**src/rtl/config_manager_multi.sv**
```systemverilog
// config_manager_multi: collects NUM_TEMP temperature thresholds plus one humidity
// limit as parity-checked serial words into shadow registers, then commits the whole
// set atomically to the active limit registers once every word has been accepted.
// Optional inter-word timeout watchdog: define CONFIG_TIMEOUT_EN to build it.
module config_manager_multi #(
    parameter int NUM_TEMP       = 7,
    parameter int WORD_W         = 8,
    parameter int TIMEOUT_CYCLES = 50000000
) (
    input  logic                              clock,
    input  logic                              reset,
    input  logic                              receber_config,
    input  logic                              word_valid,
    input  logic [WORD_W-1:0]                 word_data,
    input  logic                              parity_ok,
    output logic [NUM_TEMP*WORD_W-1:0]        temp_limits,
    output logic [WORD_W-1:0]                 lim_um,
    output logic                              config_valid,
    output logic                              pronto_config,
    output logic                              erro_config,
    output logic [1:0]                        erro_code,
    output logic [$clog2(NUM_TEMP+1)-1:0]     word_index,
    output logic [3:0]                        db_estado
);

    localparam int IDX_W = $clog2(NUM_TEMP + 1);

    typedef enum logic [1:0] {
        INICIAL = 2'd0,
        RECEBE  = 2'd1,
        COMMIT  = 2'd2,
        ERRO    = 2'd3
    } state_t;

    state_t                    state_q, state_d;
    logic [IDX_W-1:0]          wordIndex_q, wordIndex_d;
    logic [1:0]                erroCode_q, erroCode_d;
    logic                      pronto_q;
    logic                      configValid_q;
    logic [WORD_W-1:0]         shadowTemp_q [NUM_TEMP];
    logic [WORD_W-1:0]         shadowUm_q;
    logic [NUM_TEMP*WORD_W-1:0] activeTemp_q;
    logic [WORD_W-1:0]         activeUm_q;
    logic [WORD_W-1:0]         prevWord;
    logic                      shadowWe;
    logic                      shadowUmWe;
    logic                      commitNow;

`ifdef CONFIG_TIMEOUT_EN
    localparam int TIMER_W = (TIMEOUT_CYCLES > 1) ? $clog2(TIMEOUT_CYCLES) : 1;

    logic [TIMER_W-1:0] timer_q, timer_d;
    logic               timerExpired;

    assign timerExpired = (timer_q == TIMER_W'(TIMEOUT_CYCLES - 1));

    // Watchdog counts idle cycles in RECEBE; restarts on frame (re)start and on each accepted word
    always_comb begin
        timer_d = '0;
        if (state_q == RECEBE && !receber_config && !shadowWe) begin
            timer_d = timer_q + TIMER_W'(1);
        end
    end

    // Watchdog register
    always_ff @(posedge clock or negedge reset) begin
        if (!reset) begin
            timer_q <= '0;
        end else begin
            timer_q <= timer_d;
        end
    end
`endif

    // Select the previously stored threshold for the ascending-order check
    always_comb begin
        prevWord = '0;
        for (int k = 0; k < NUM_TEMP; k++) begin
            if (wordIndex_q == IDX_W'(k + 1)) begin
                prevWord = shadowTemp_q[k];
            end
        end
    end

    // Next-state logic: frame sequencing, word validation and error classification
    always_comb begin
        state_d     = state_q;
        wordIndex_d = wordIndex_q;
        erroCode_d  = erroCode_q;
        shadowWe    = 1'b0;
        shadowUmWe  = 1'b0;
        commitNow   = 1'b0;
        case (state_q)
            INICIAL: begin
                if (receber_config) begin
                    state_d     = RECEBE;
                    wordIndex_d = '0;
                    erroCode_d  = 2'd0;
                end
            end
            RECEBE: begin
                if (receber_config) begin
                    wordIndex_d = '0;
                end else if (word_valid) begin
                    if (!parity_ok) begin
                        state_d    = ERRO;
                        erroCode_d = 2'd1;
                    end else if (wordIndex_q == IDX_W'(NUM_TEMP)) begin
                        shadowUmWe = 1'b1;
                        state_d    = COMMIT;
                    end else if (wordIndex_q != '0 && word_data < prevWord) begin
                        state_d    = ERRO;
                        erroCode_d = 2'd3;
                    end else begin
                        shadowWe    = 1'b1;
                        wordIndex_d = wordIndex_q + IDX_W'(1);
                    end
                end
`ifdef CONFIG_TIMEOUT_EN
                else if (timerExpired) begin
                    state_d    = ERRO;
                    erroCode_d = 2'd2;
                end
`endif
            end
            COMMIT: begin
                commitNow = 1'b1;
                state_d   = INICIAL;
            end
            ERRO: begin
                if (receber_config) begin
                    state_d     = RECEBE;
                    wordIndex_d = '0;
                    erroCode_d  = 2'd0;
                end
            end
            default: state_d = INICIAL;
        endcase
    end

    // Control registers; pronto pulses in the first cycle of COMMIT or ERRO
    always_ff @(posedge clock or negedge reset) begin
        if (!reset) begin
            state_q     <= INICIAL;
            wordIndex_q <= '0;
            erroCode_q  <= 2'd0;
            pronto_q    <= 1'b0;
        end else begin
            state_q     <= state_d;
            wordIndex_q <= wordIndex_d;
            erroCode_q  <= erroCode_d;
            pronto_q    <= (state_d == COMMIT) || (state_d == ERRO && state_q != ERRO);
        end
    end

    // Shadow registers capture accepted words until the frame is complete
    always_ff @(posedge clock or negedge reset) begin
        if (!reset) begin
            for (int k = 0; k < NUM_TEMP; k++) begin
                shadowTemp_q[k] <= '0;
            end
            shadowUm_q <= '0;
        end else begin
            for (int k = 0; k < NUM_TEMP; k++) begin
                if (shadowWe && wordIndex_q == IDX_W'(k)) begin
                    shadowTemp_q[k] <= word_data;
                end
            end
            if (shadowUmWe) begin
                shadowUm_q <= word_data;
            end
        end
    end

    // Active limits change only on COMMIT so the datapath never sees a partial frame
    always_ff @(posedge clock or negedge reset) begin
        if (!reset) begin
            activeTemp_q  <= '0;
            activeUm_q    <= '0;
            configValid_q <= 1'b0;
        end else if (commitNow) begin
            for (int k = 0; k < NUM_TEMP; k++) begin
                activeTemp_q[k*WORD_W +: WORD_W] <= shadowTemp_q[k];
            end
            activeUm_q    <= shadowUm_q;
            configValid_q <= 1'b1;
        end
    end

    assign temp_limits   = activeTemp_q;
    assign lim_um        = activeUm_q;
    assign config_valid  = configValid_q;
    assign pronto_config = pronto_q;
    assign erro_config   = (state_q == ERRO);
    assign erro_code     = erroCode_q;
    assign word_index    = wordIndex_q;
    assign db_estado     = {2'b00, state_q};

endmodule

```
**config.mk**
```make
export PLATFORM = sky130hd
export DESIGN_NAME = config_manager_multi
export DESIGN_NICKNAME = d
export VERILOG_FILES = /design/src/rtl/config_manager_multi.sv
export SDC_FILE = /design/constraint.sdc
export NUM_CORES = 1
export LEC_CHECK = 0
export BUFFER_PORTS_ARGS = -buffer_cell sky130_fd_sc_hd__buf_2
export CORE_ASPECT_RATIO = 0.75
export CORE_MARGIN = 2
export CORE_UTILIZATION = 52
export DETAILED_ROUTE_END_ITERATION = 12
export PLACE_DENSITY = 0.87
export SYNTH_ARGS = -nofsm -noshare
export SYNTH_HDL_FRONTEND = slang
export SYNTH_SLANG_ARGS = --single-unit
```
**constraint.sdc**
```tcl
create_clock -name clock -period 3.8 [get_ports clock]
set_input_delay 0.76 -clock clock [delete_from_list [all_inputs] [get_ports clock]]
set_output_delay 0.76 -clock clock [all_outputs]
set_load 0.03 [all_outputs]
```
Yosys cells after proc, flatten, opt, wreduce, memory -nomap -nowiden:

Cells that the tools add are included.

* register bits after elaboration: 137
* bits in latches: 0
* memory bits (writable): 0
* memory bits (read-only): 0
* input port bits: 13
* output and inout port bits: 76
* word-level logic and storage cells: 96
* memories kept: 0

* add/subtract/negate cells: 1
* multiply operators: 0
* divide/modulo/power cells: 0
* magnitude comparators: 1
* equality and inequality tests: 22
* shift operators: 0
* muxes and demuxes: 40
* bitwise operators: 0
* reduce and logical (&&, ||, !) cells: 17

Operators with widths (number)
* $mux W8: 7
* $mux W2: 12
* $mux W3: 6
* $ne A3 B3 Y1 const B: 6
* $eq A3 B3 Y1 const B: 4
* $mux W1: 12
* $reduce_and A6 Y1: 2
* $logic_and A1 B1 Y1: 9
* $eq A2 B2 Y1 const B: 4
* $lt A8 B8 Y1: 1
* $eq A3 B2 Y1 const B: 2
* $ne A2 B2 Y1 const B: 3
* $pmux W2 S3: 1
* $pmux W3 S2: 1
* $pmux W2 S2: 1
* $add A3 B1 Y3 const B: 1
* $eq A3 B1 Y1 const B: 1
* $logic_not A3 Y1: 1
* $reduce_bool A3 Y1: 1
* $eq A2 B1 Y1 const B: 1
* $logic_not A2 Y1: 1
* $ne A2 B1 Y1 const B: 1
* $reduce_bool A2 Y1: 1
* $reduce_or A2 Y1: 1
* $logic_or A1 B1 Y1: 1

Longest topological paths before layout:

* word-level depth: 19
* gate-level depth with buffers: 18
* depth with buffers taken out: 15

Worst setup path after synthesis:

OpenSTA, ideal clock, no wires.

* path type: register to register
* from: register wordIndex_q[0] (netlist: word_index[0])
* to: register shadowTemp_q[16] (netlist name)
* arrival: 3593 ps
* slack: 83 ps
* stages on the path, launching flop included: 16
* buffers on the path: 1
* path through: dfrtp_1 -> inv_1 -> ha_1 -> nor3b_1 -> a22oi_1 -> o21ai_0 -> mux2i_1 -> a21oi_1 -> a211oi_1 -> ha_1 -> nand4_1 -> or2_2 -> o21bai_1 -> buf_6 -> a21oi_4 -> mux2_2

* cells in the longest elaborated chain, start to end: 17

Ends and longest elaborated chain
* from (decl): RTL line 36 `logic [IDX_W-1:0] wordIndex_q, wordIndex_d;`
* from (signal assigned): RTL line 150 `wordIndex_q <= wordIndex_d;`
* $eq A3 B1 Y1: RTL line 79 `if (wordIndex_q == IDX_W'(k + 1)) begin`
* $mux W8 (7 in a row): RTL line 79
* $lt A8 B8 Y1: RTL line 111 `end else if (wordIndex_q != '0 && word_data < prevWord) begin`
* $logic_and A1 B1 Y1: RTL line 111
* $mux W1: RTL line 111
* $mux W1: RTL line 108 `end else if (wordIndex_q == IDX_W'(NUM_TEMP)) begin`
* $mux W1: RTL line 105 `if (!parity_ok) begin`
* $mux W1: RTL line 104 `end else if (word_valid) begin`
* $mux W1: RTL line 102 `if (receber_config) begin`
* $mux W1: RTL line 93 `case (state_q)`
* $logic_and A1 B1 Y1 *: RTL line 165 `if (shadowWe && wordIndex_q == IDX_W'(k)) begin`
* to (signal, indexed assignment): RTL line 166 `shadowTemp_q[k] <= word_data;`
* to (decl): RTL line 40 `logic [WORD_W-1:0] shadowTemp_q [NUM_TEMP];`

Every way passes the cells marked *; elsewhere a longest branch is shown, timed or not.
A chain may end at the register's enable or synchronous reset.

Worst setup path in the final report:

* from: register wordIndex_q[0] (netlist: word_index[0])
* to: register shadowTemp_q[33] (netlist name)

The elaborated chain is that of the path after synthesis.

==> results.yml <==
route:
  vias_per_cell: 5.728
  violation_count_after_the_first_detailed_routing_iteration: 355
  remaining_drc_errors: 0
  route.final.wire_length_um: 14940
  drtPass1Iterations: 4
  antenna_left: 0
  routed_wire_length_per_instance_um: 19.95
  vias: 4290
setup_path:
  timing.critical_path.slowest_stage_cell: "sky130_fd_sc_hd__mux2_2"
  critical-path-top-delay-family: "compound AO/OA/AOI/OAI gates"
  crit_buf_inv: 3
  critPathLaunchType: "register"
  crit_arrival_ns: 3.96
  path_max_fanout: 8
  worst_path_largest_cell_delay_ns: 0.39
  worstSetupPathDepth: 16
  crit_path_cell_trace: "buf_4 > ha_1 > nor3b_1 > buf_4 > a22oi_2 > o21ai_1 > mux2i_1 > a21oi_1 > a211oi_2 > ha_1 > nand4_1 > or2_4 > o21bai_1 > buf_6 > a21oi_4 > mux2_2"
  criticalPathCategory: "register to register"
  required_ns: 4.10
  ff2ff_path_depth: 16
  critPathCaptureType: "register"
sta:
  tns_ns: 0
  finalHoldViolations: 0
  setup-violations-final: 0
  worst_pin_slew_ns: 1.047
  slew_headroom_pct: 29.91
  period_minus_slack_ns: 3.657
  skew_ns: 0.01147
  min_period_over_period_pct: 96.23
  clock.fmax_ghz: 0.2735
  hold_slack_ns: 0.4178
  final-max-slew-violation-count: 0
cells_and_area:
  multi_input_gate_area_sq_um: 2666
  layout.nets: 603
  areaGrowthSynthToFinish_pct: 22.43
  final_std_cells_w_o_fill: 749
  share_of_cells_above_drive_strength_1_pct: 48.21
  diodes: 0
  count_of_filler_cells_inserted_in_the_layout: 836
  layout.area.seq_sq_um: 3428
place:
  final_weighted_congestion_in_routability_driven_placement: 0.8678
  hpwlAfterDp_um: 9957
  io_buffer_count: 86
  dpl.cell_count: 712
floorplanning:
  die_x_um: 129.9
  design.core.area_sq_um: 11610
  design.die.area_sq_um: 12790
  count_of_standard_cell_rows: 34
  fp.dieH_um: 98.46
  initial_core_util_pct: 53.26
  pin_count: 89
flow_run:
  cap_viol_max_count: 0
clock_tree:
  cts.sinks: 137
  htree_num_levels: 4
  cts-root-buf: "sky130_fd_sc_hd__clkbuf_16"
  max-clock-path-buffers: 2
  cts_buf_count: 17
  path_clk_slew_ns: 0.06
  cts_hold_buf: 0
  cts_tree: "built"
  clkLatencyLatePin_ns: 0.42
hold_path:
  hold_path.class: "input pin to asynchronous set/reset pin"
global_route:
  grt_antenna_before_repair: 0
  first_global_vias: 4538
  first_pass_grt_wire_length_um: 24160
  grt-ovfl-total: 0
  largest_net_degree_at_the_start_of_global_routing: 93
  gr-usage-all-layers_pct: 24.96
synthesis:
  ys_seq_elements: 137
  yosysWarningCount: 0
  synth.cell_area_sq_um: 6186
  ys_top_cells_by_count: "137 x sky130_fd_sc_hd__dfrtp_1, 125 x sky130_fd_sc_hd__mux2_2, 26 x sky130_fd_sc_hd__o21ai_0"
  synth-seq-area-share_pct: 55.42
  synthDominantAreaCellType: "sky130_fd_sc_hd__dfrtp_1"
  yosys.cell_count.top_type: "sky130_fd_sc_hd__dfrtp_1"
  number_of_synthesized_flops_with_an_enable_pin: 0
  ys_top_cells_by_area: "sky130_fd_sc_hd__dfrtp_1 55%, sky130_fd_sc_hd__mux2_2 23%, sky130_fd_sc_hd__ha_1 3.2%"
  post-synth-top-area-fraction_pct: 55.42
  syn-instance-count: 471
  synthFlopType: "sky130_fd_sc_hd__dfrtp_1"
  post_synth.cell_area_avg_sq_um: 13.13
  async_flop_share_pct: 100.0
  ys_types: 41
power:
  netSwitchingFraction_pct: 33.55
  clock_power_share_pct: 34.7
  power_frac_seq_pct: 38.5
  power.internal_mw: 3.309
  cellPowerDensity_nw_per_um2: 657.4
  power_leakage_nw: 3.861
  switching_power_summed_over_all_nets_mw: 1.670
  p_total_mw: 4.979
  vdd_ir_drop_max_uv: 390.9
  power_frac_comb_pct: 26.8
run_status:
  run_status: "complete, no violations"
==> sequential cells by signal (all words and copies together) (netlist names) <==
| signal | count |
|---|---|
| shadowTemp_q | 56 |
| temp_limits | 56 |
| lim_um | 8 |
| shadowUm_q | 8 |
| word_index | 3 |
| erro_code | 2 |
| state_q | 2 |
| config_valid | 1 |
| pronto_config | 1 |
==> cells in the final DEF (no fill, tap or decap), types with 7 or more instances in the layout <==
master                      netlist  routed
sky130_fd_sc_hd__ha_1            16      14
sky130_fd_sc_hd__nand2_1         23      23
sky130_fd_sc_hd__dfrtp_1        137     137
sky130_fd_sc_hd__nor2b_1          7       7
sky130_fd_sc_hd__nand3_1          7       7
sky130_fd_sc_hd__a21oi_1         14      12
sky130_fd_sc_hd__o21ai_0         26      24
sky130_fd_sc_hd__mux2_2         125     123
sky130_fd_sc_hd__clkbuf_16        0      17
sky130_fd_sc_hd__buf_4            3      15
sky130_fd_sc_hd__inv_1           10       9
sky130_fd_sc_hd__nor2_1          19      18
sky130_fd_sc_hd__buf_2            1      85
==> what timing repair did <==
item                       CTS  global route
resized for setup            2            14
setup buffers                3             2
setup endpoints to repair   47            55
pin swaps                    2             7
==> worst paths after layout <==
| path | start | end | slack (ns) |
|---|---|---|---|
| setup / recovery | word_index[0] | shadowTemp_q[33] | 0.14 |
| hold / removal | reset | lim_um[5] | 0.42 |
| setup reg to reg | word_index[0] | shadowTemp_q[33] | 0.14 |
| hold reg to reg | config_valid | config_valid | 0.47 |
| max in group asynchronous | reset | shadowTemp_q[26] | 2.54 |
| min in group clock | config_valid | config_valid | 0.47 |
==> power by group through the flow <==
stage	clock network, mW	registers, mW	logic (mW)
after detailed placement	0	1.94	1.30
final	1.73	1.92	1.33
after global placement	0	1.92	1.27
after CTS	1.74	1.92	1.32
after floorplan	0	2.22	0.579
after global routing	1.82	1.95	1.42
==> kinds of logic (layout without fill, tap and decap cells) <==
group	Yosys count	after routing	share of synthesized area, %
flip-flops	137	137	55.42
multiplexers	135	135	24.43
AO/OA/AOI/OAI	78	78	8.819
AND/OR/NAND/NOR	72	72	5.643
buffers and inverters	32	147	2.387
adder cells (fa/ha/maj)	16	16	3.236
other	1	2	0.06062
==> stage by stage <==
stage | worst slack (ns) | util, % | area, sq um
final | 0.1433 | 65.21 | 7574
after global routing | -0.03488 | 65.21 | 7574
after CTS | 0.008923 | 64.74 | 7518
after floorplan | 0.08259 | - | 6190
after global placement | 0.2206 | 58.96 | 6848
after detailed placement | -0.01143 | 58.96 | 6848
==> area by class of cell <==
type                       instances  share of cell area (%)
clock inverter                    12                   2.131
multi-input combinational        303                   35.21
timing repair buffer             105                   8.194
clock buffer                      20                   6.030
sequential                       137                   45.27
tap                              162                   2.676
inverter                          10                  0.4956
==> per-layer routing <==
metal | part of all wire, % | up-vias | track usage, %
met3 | 6.9 | 23 | 5.972
met4 | 1.8 | 0 | 9.512
met2 | 46 | 177 | 37.62
li1 | - | 1911 | -
met1 | 45 | 2179 | 35.45
met5 | 0 | - | 0
Power figures use the tool's default switching activity.
